[config.mk]
export PLATFORM = sky130hd
export DESIGN_NAME = perf_window_sequencer
export DESIGN_NICKNAME = d
export VERILOG_FILES = /design/src/rtl/perf_pkg.sv /design/src/rtl/perf_sample_fifo.sv /design/src/rtl/perf_window_sequencer.sv
export SDC_FILE = /design/constraint.sdc
export NUM_CORES = 1
export LEC_CHECK = 0
export ABC_AREA = 1
export BUFFER_PORTS_ARGS = -buffer_cell sky130_fd_sc_hd__buf_2
export CAP_MARGIN = 20
export CORE_AREA = 2 2 369 298
export CTS_BUF_LIST = sky130_fd_sc_hd__clkbuf_4 sky130_fd_sc_hd__clkbuf_8
export DETAILED_ROUTE_END_ITERATION = 16
export DIE_AREA = 0 0 371 300
export GPL_ROUTABILITY_DRIVEN = 0
export GPL_TIMING_DRIVEN = 1
export PLACE_DENSITY = 0.68
export SLEW_MARGIN = 5
export SYNTH_ARGS = -nofsm -noshare
export SYNTH_HDL_FRONTEND = slang
export SYNTH_SLANG_ARGS = --single-unit
[constraint.sdc]
create_clock -name clk -period 15.4 [get_ports clk]
set_input_delay 2.31 -clock clk [delete_from_list [all_inputs] [get_ports clk]]
set_output_delay 2.31 -clock clk [all_outputs]
set_load 0.01 [all_outputs]
[src/rtl/perf_pkg.sv]
// Shared types and constants for the performance-counter window sequencer.
package perf_pkg;

    typedef enum logic [1:0] {
        IDLE  = 2'd0,
        ARM   = 2'd1,
        RUN   = 2'd2,
        FLUSH = 2'd3
    } perf_seq_state_t;

    localparam int PERF_IDX_INSTR = 0;
    localparam int PERF_IDX_STALL = 1;
    localparam int PERF_SEQ_W     = 16;

endpackage

[src/rtl/perf_sample_fifo.sv]
// Synchronous record FIFO; a push into a full FIFO succeeds when a pop happens in the same cycle.
module perf_sample_fifo #(
    parameter int DATA_W = 8,
    parameter int DEPTH  = 4
) (
    input  logic              clk,
    input  logic              reset,
    input  logic              push,
    input  logic              pop,
    input  logic [DATA_W-1:0] din,
    output logic [DATA_W-1:0] dout,
    output logic              full,
    output logic              empty
);

    localparam int AW = $clog2(DEPTH);

    logic [DATA_W-1:0] mem [DEPTH];
    logic [AW:0]       wr_ptr;
    logic [AW:0]       rd_ptr;
    logic              wr_en;
    logic              rd_en;

    // Extra pointer bit distinguishes full from empty when the indices match.
    assign empty = (wr_ptr == rd_ptr);
    assign full  = (wr_ptr[AW] != rd_ptr[AW]) && (wr_ptr[AW-1:0] == rd_ptr[AW-1:0]);
    assign rd_en = pop && !empty;
    assign wr_en = push && (!full || rd_en);
    assign dout  = mem[rd_ptr[AW-1:0]];

    always_ff @(posedge clk or posedge reset) begin
        if (reset) begin
            wr_ptr <= '0;
            rd_ptr <= '0;
        end else begin
            if (wr_en) wr_ptr <= wr_ptr + 1'b1;
            if (rd_en) rd_ptr <= rd_ptr + 1'b1;
        end
    end

    always_ff @(posedge clk) begin
        if (wr_en) mem[wr_ptr[AW-1:0]] <= din;
    end

endmodule

[src/rtl/perf_window_sequencer.sv]
// Window-based sampler of free-running performance counters emitting per-window delta records.
// Optional stall-threshold alert output enabled by defining PERF_SEQ_STALL_ALERT_EN.
module perf_window_sequencer
    import perf_pkg::*;
#(
    parameter int NUM_CNT    = 4,
    parameter int CNT_W      = 32,
    parameter int FIFO_DEPTH = 4,
    parameter int DEF_WINDOW = 1000
) (
    input  logic                     clk,
    input  logic                     reset,
    input  logic                     cfg_we,
    input  logic [31:0]              cfg_window,
    input  logic                     cmd_start,
    input  logic                     cmd_stop,
    input  logic                     cyc_en,
    input  logic [NUM_CNT*CNT_W-1:0] cnt_in,
    output logic                     smp_valid,
    input  logic                     smp_ready,
    output logic [NUM_CNT*CNT_W-1:0] smp_delta,
    output logic [31:0]              smp_cycles,
    output logic [PERF_SEQ_W-1:0]    smp_seq,
    output logic                     smp_partial,
    output logic [15:0]              drop_count,
    output logic                     busy,
    output logic [1:0]               state_o
`ifdef PERF_SEQ_STALL_ALERT_EN
    ,
    input  logic [CNT_W-1:0]         stall_thresh,
    output logic                     stall_alert
`endif
);

    localparam int SAMP_W = NUM_CNT * CNT_W;
    localparam int REC_W  = SAMP_W + 32 + PERF_SEQ_W + 1;

    function automatic logic [15:0] sat_inc16(input logic [15:0] v);
        return (v == 16'hFFFF) ? v : v + 16'd1;
    endfunction

    perf_seq_state_t       state;
    logic [31:0]           window_reg;
    logic [31:0]           remaining;
    logic [31:0]           elapsed;
    logic [SAMP_W-1:0]     base;
    logic [SAMP_W-1:0]     delta;
    logic [PERF_SEQ_W-1:0] seq;

    logic                  capture;
    logic                  stop_partial;
    logic                  push_req;
    logic                  pop;
    logic                  drop;
    logic                  fifo_full;
    logic                  fifo_empty;
    logic [31:0]           rec_cycles;
    logic [REC_W-1:0]      rec_in;
    logic [REC_W-1:0]      rec_head;

    // Modulo subtraction makes a wrapped counter still produce the true delta.
    always_comb begin
        delta = '0;
        for (int i = 0; i < NUM_CNT; i++) begin
            delta[i*CNT_W +: CNT_W] = cnt_in[i*CNT_W +: CNT_W] - base[i*CNT_W +: CNT_W];
        end
    end

    assign capture      = (state == RUN) && cyc_en && (remaining == 32'd1);
    assign stop_partial = (state == RUN) && cmd_stop && !capture && ((elapsed != 32'd0) || cyc_en);
    assign push_req     = capture || stop_partial;
    assign rec_cycles   = elapsed + {31'd0, cyc_en};
    assign rec_in       = {delta, rec_cycles, seq, !capture};

    assign pop  = smp_valid && smp_ready;
    assign drop = push_req && fifo_full && !pop;

    perf_sample_fifo #(
        .DATA_W (REC_W),
        .DEPTH  (FIFO_DEPTH)
    ) u_fifo (
        .clk   (clk),
        .reset (reset),
        .push  (push_req),
        .pop   (pop),
        .din   (rec_in),
        .dout  (rec_head),
        .full  (fifo_full),
        .empty (fifo_empty)
    );

    // Head fields are forced to zero while empty so stale storage never leaks out.
    assign smp_valid = !fifo_empty;
    assign {smp_delta, smp_cycles, smp_seq, smp_partial} = fifo_empty ? '0 : rec_head;
    assign busy      = (state != IDLE);
    assign state_o   = state;

    always_ff @(posedge clk or posedge reset) begin
        if (reset) begin
            state      <= IDLE;
            window_reg <= 32'(DEF_WINDOW);
            remaining  <= '0;
            elapsed    <= '0;
            seq        <= '0;
            drop_count <= '0;
        end else begin
            if (push_req) seq <= seq + PERF_SEQ_W'(1);
            if (drop)     drop_count <= sat_inc16(drop_count);

            case (state)
                IDLE: begin
                    if (cfg_we) window_reg <= (cfg_window == 32'd0) ? 32'd1 : cfg_window;
                    if (cmd_start && !cmd_stop) state <= ARM;
                end
                ARM: begin
                    if (cmd_stop) begin
                        state <= IDLE;
                    end else begin
                        remaining <= window_reg;
                        elapsed   <= '0;
                        state     <= RUN;
                    end
                end
                RUN: begin
                    if (capture) begin
                        remaining <= window_reg;
                        elapsed   <= '0;
                        if (cmd_stop) state <= FLUSH;
                    end else if (cmd_stop) begin
                        state <= FLUSH;
                    end else if (cyc_en) begin
                        remaining <= remaining - 32'd1;
                        elapsed   <= elapsed + 32'd1;
                    end
                end
                FLUSH: begin
                    if (fifo_empty) state <= IDLE;
                end
                default: state <= IDLE;
            endcase
        end
    end

    // Baseline snapshot is pure data; the FSM decides when it is meaningful.
    always_ff @(posedge clk) begin
        if ((state == ARM && !cmd_stop) || capture) base <= cnt_in;
    end

`ifdef PERF_SEQ_STALL_ALERT_EN
    always_ff @(posedge clk or posedge reset) begin
        if (reset) stall_alert <= 1'b0;
        else       stall_alert <= push_req && (delta[PERF_IDX_STALL*CNT_W +: CNT_W] > stall_thresh);
    end
`endif

endmodule

==> qor.csv <==
stage,metric,value,unit
synth,Post-synth EDFFs,836,
timing,max-slew violations,0,
global_routing,global-route wire length before repair,191400,microns
synth,Post-Synth Simple-Gate Area,0.1676,
hold_path,Worst Hold Class,flop to flop,
floorplan,I/O pins,364,
power,Internal,5.719,mW
route,drt first-iter violations,3469,
timing,Fin. Hold Viols,0,
synth,Mapped Nets,5312,
setup_path,"Slowest-stage cell, CP",dfrtp_4,
timing,setup TNS,0,ps
clock_network,clock root cell,clkbuf_8,
floorplan,Die H,300,microns
synth,Mapped Area,48090,sq um
clock_network,post-CTS resize count,0,
clock_network,maximum buffer depth of the clock tree,3,
power,sw frac,0.4016,
clock_network,total setup buffers inserted after CTS,0,
final_layout,fin nets,5689,
setup_path,CP startpoint kind,flop,
power,sequential power share,0.368,
synth,ys async rst share,0.1399,
power,Comb pwr share,0.396,
clock_network,CTS tree,done,
final_layout,final design utilization,0.5060,
synth,mean post-synth cell area,9.610,sq um
global_routing,largest net degree at the start of global routing,185,
floorplan,Rows,108,
synth,Synth area leader,edfxtp_1,
floorplan,core area,107700,sq um
global_routing,vias in the first global route,34180,
power,Net Sw Power,3.838,mW
clock_network,clock tree sinks,972,
setup_path,"most used cell, CP",nand2_1,
synth,adder-cell share of the synthesized area,0.03731,
synth,"count leader, synth",nand2_1,
setup_path,CP Max Fanout,184,
global_routing,gr ovfl total,0,
setup_path,critical path data required time,13090,ps
route,top sig layer,met5,
synth,most instantiated cells after synthesis,"nand2_1, edfxtp_1, nor2_1",
clock_network,clock slew at the register clock pins of the worst setup and hold paths,60,ps
synth,Syn. warnings,0,
timing,relative slew slack,0.2746,
run_status,status,"finished, final reports clean",
power,Total Power,9.557,mW
setup_path,cell family with most CP delay,buffers and inverters,
clock_network,Clock Latency Late Sink,860,ps
timing,period utilization,0.4426,
power,Max IR drop VDD,0.1157,mV
route,post-route antenna net violation count,0,
setup_path,crit path buf inv count,6,
global_routing,gr usage total,0.2190,
timing,worst slew pin tran,1088,ps
synth,post-synthesis mux area share,0.0002342,
final_layout,Area Overhead vs Synth,13.34,%
timing,RSZ-0062 raised after global routing,false,
synth,synth top area cells,"edfxtp_1, nand2_1, dfrtp_1",
setup_path,crit-path cells,inv_8 -> nand2_1 -> nand2_1 -> nand3_1 -> inv_1 -> nand2_4 -> buf_16 -> buf_4 -> nand2_1 -> inv_1 -> buf_2,
route,DR pass1 iterations,6,
setup_path,CP endpoint kind,primary output,
placement,Post-DP Area,51240,sq um
power,clock share of power,0.236,
timing,setup violators final,0,
route,wl on met1,57130,microns
route,drc violations,0,
floorplan,initial core utilization,0.4465,
placement,Port Buf Inserts,363,
final_layout,max reg flops,708,
synth,ys flop type,edfxtp_1,
setup_path,critical path arrival,4510,ps
clock_network,H-tree level count,4,
synth,largest family of logic cells by synthesized area,simple AND/OR/NAND/NOR gates,
floorplan,die area,111300,sq um
route,via count,36890,
setup_path,CP Class,flop to primary output,
global_routing,antenna violations before repair,9,
final_layout,Final Cell Area,54500,sq um
timing,worst hold slack,480.0,ps
timing,crit path time final,6816,ps
route,routed length per instance,17.86,microns
placement,DP Wirelength,83050,microns
synth,post-synth cell types,44,
synth,"Seq/Total Area, Yosys",0.5930,
setup_path,Crit path largest cell delay,870,ps
route,DR WL met2,54880,microns
clock_network,CTS buffer count,159,
route,routed vias/inst,5.321,
clock_network,hold_buf cts,0,
synth,Synth Area in Compound Gates,0.1081,
synth,number of synthesized register bits,972,
synth,Post-Syn Instances,5004,
route,met3 routed WL,9086,microns
final_layout,layout cells sized above 1,0.1264,
route,Post-Route WL,123800,microns
power,LEAKAGE,22.67,nW
flow_run,max_cap viols,0,
timing,clock skew,47.30,ps
synth,top cell type's share of synthesized area,0.5221,
floorplan,die width,371,microns
synth,Synth Area in XOR/XNOR,0.03078,
power,Power Density,175.4,nW/um^2
timing,f_max,146.7,MHz
==> metrics by stage <==
stage,setup WS [ps],std cells
global route,8113,6931
finish,8584,6933
global placement,8189,6646
CTS,8135,6923
floorplan,4219,5004
detailed placement,8124,6646
==> metal layers <==
metal | vias up | GRT usage
met1 | 17500 | 0.3217
met4 | 8 | 0.06709
met2 | 1413 | 0.3278
met3 | 194 | 0.04331
met5 | - | 0
li1 | 17780 | -
==> path summary, 6_finish.rpt <==
check / depth (start not counted) / endpoint / slack (ps) / from
worst max-delay path: 11 / smp_delta[100] / 8580 / u_fifo.rd_ptr[0]
worst min-delay path: 2 / window_reg[1] / 480 / window_reg[1]
worst max register to register: 13 / u_fifo.mem[2][79] / 10590 / remaining[1]
worst min register to register: 2 / window_reg[1] / 480 / window_reg[1]
max in group asynchronous: 3 / u_fifo.rd_ptr[1] / 12320 / reset
min in group asynchronous: 2 / window_reg[0] / 1570 / reset
==> cell families (layout without fill, tap and decap cells) <==
family,count (synthesis),count (layout)
simple gates,1980,1980
flops,972,972
compound gates,957,957
buf+inv,784,1277
xor+xnor,169,169
fa+ha+maj,141,141
mux,1,1
other cells,0,6
==> power by group through the flow <==
stage | Clock, mW | Sequential (mW) | Combinational [mW]
global placement | 0 | 3.56 | 3.72
CTS | 2.31 | 3.52 | 3.79
floorplan | 0 | 3.55 | 2.42
global route | 2.42 | 3.55 | 4.22
detailed placement | 0 | 3.57 | 3.77
finish | 2.25 | 3.52 | 3.78
==> placed cells by master (no fill, tap or decap), types with 4 or more instances in the layout <==
cell,n
a31oi_1,4
bufinv_16,4
o21bai_1,15
buf_4,24
nor2_2,7
xor2_1,141
o22ai_1,177
clkinv_2,16
o21a_1,9
nand2_1,934
clkbuf_8,170
dfrtp_1,128
edfxtp_1,836
a21oi_1,171
a21o_1,11
fa_1,4
buf_12,4
clkinvlp_4,6
nor4_1,14
nand3b_1,19
xnor2_1,28
inv_1,601
ha_1,137
nand2_2,5
o211ai_1,10
nor2_1,679
clkbuf_4,58
dfstp_2,6
o21ai_1,14
clkinv_1,17
nand4_1,63
nor3_1,66
nor2_4,6
nand3_1,181
buf_2,363
a21boi_0,11
inv_6,6
o21ai_0,526
diode_2,6
==> cell type report <==
class,count,area [sq um]
clock inverters,49,371.6
fillers,9782,53200
diodes,6,15.01
flip-flops and latches,972,28520
multi-input cells,3248,16600
clock buffers,228,2775
well taps,1430,1789
inverters,607,2296
repair buffers,393,2132
==> tightest hold or removal path, delay by kind of cell, from the launching register on <==
family	cells	cell delay, ps
simple gates	2	110
flops	1	350
Power figures use the tool's default switching activity.
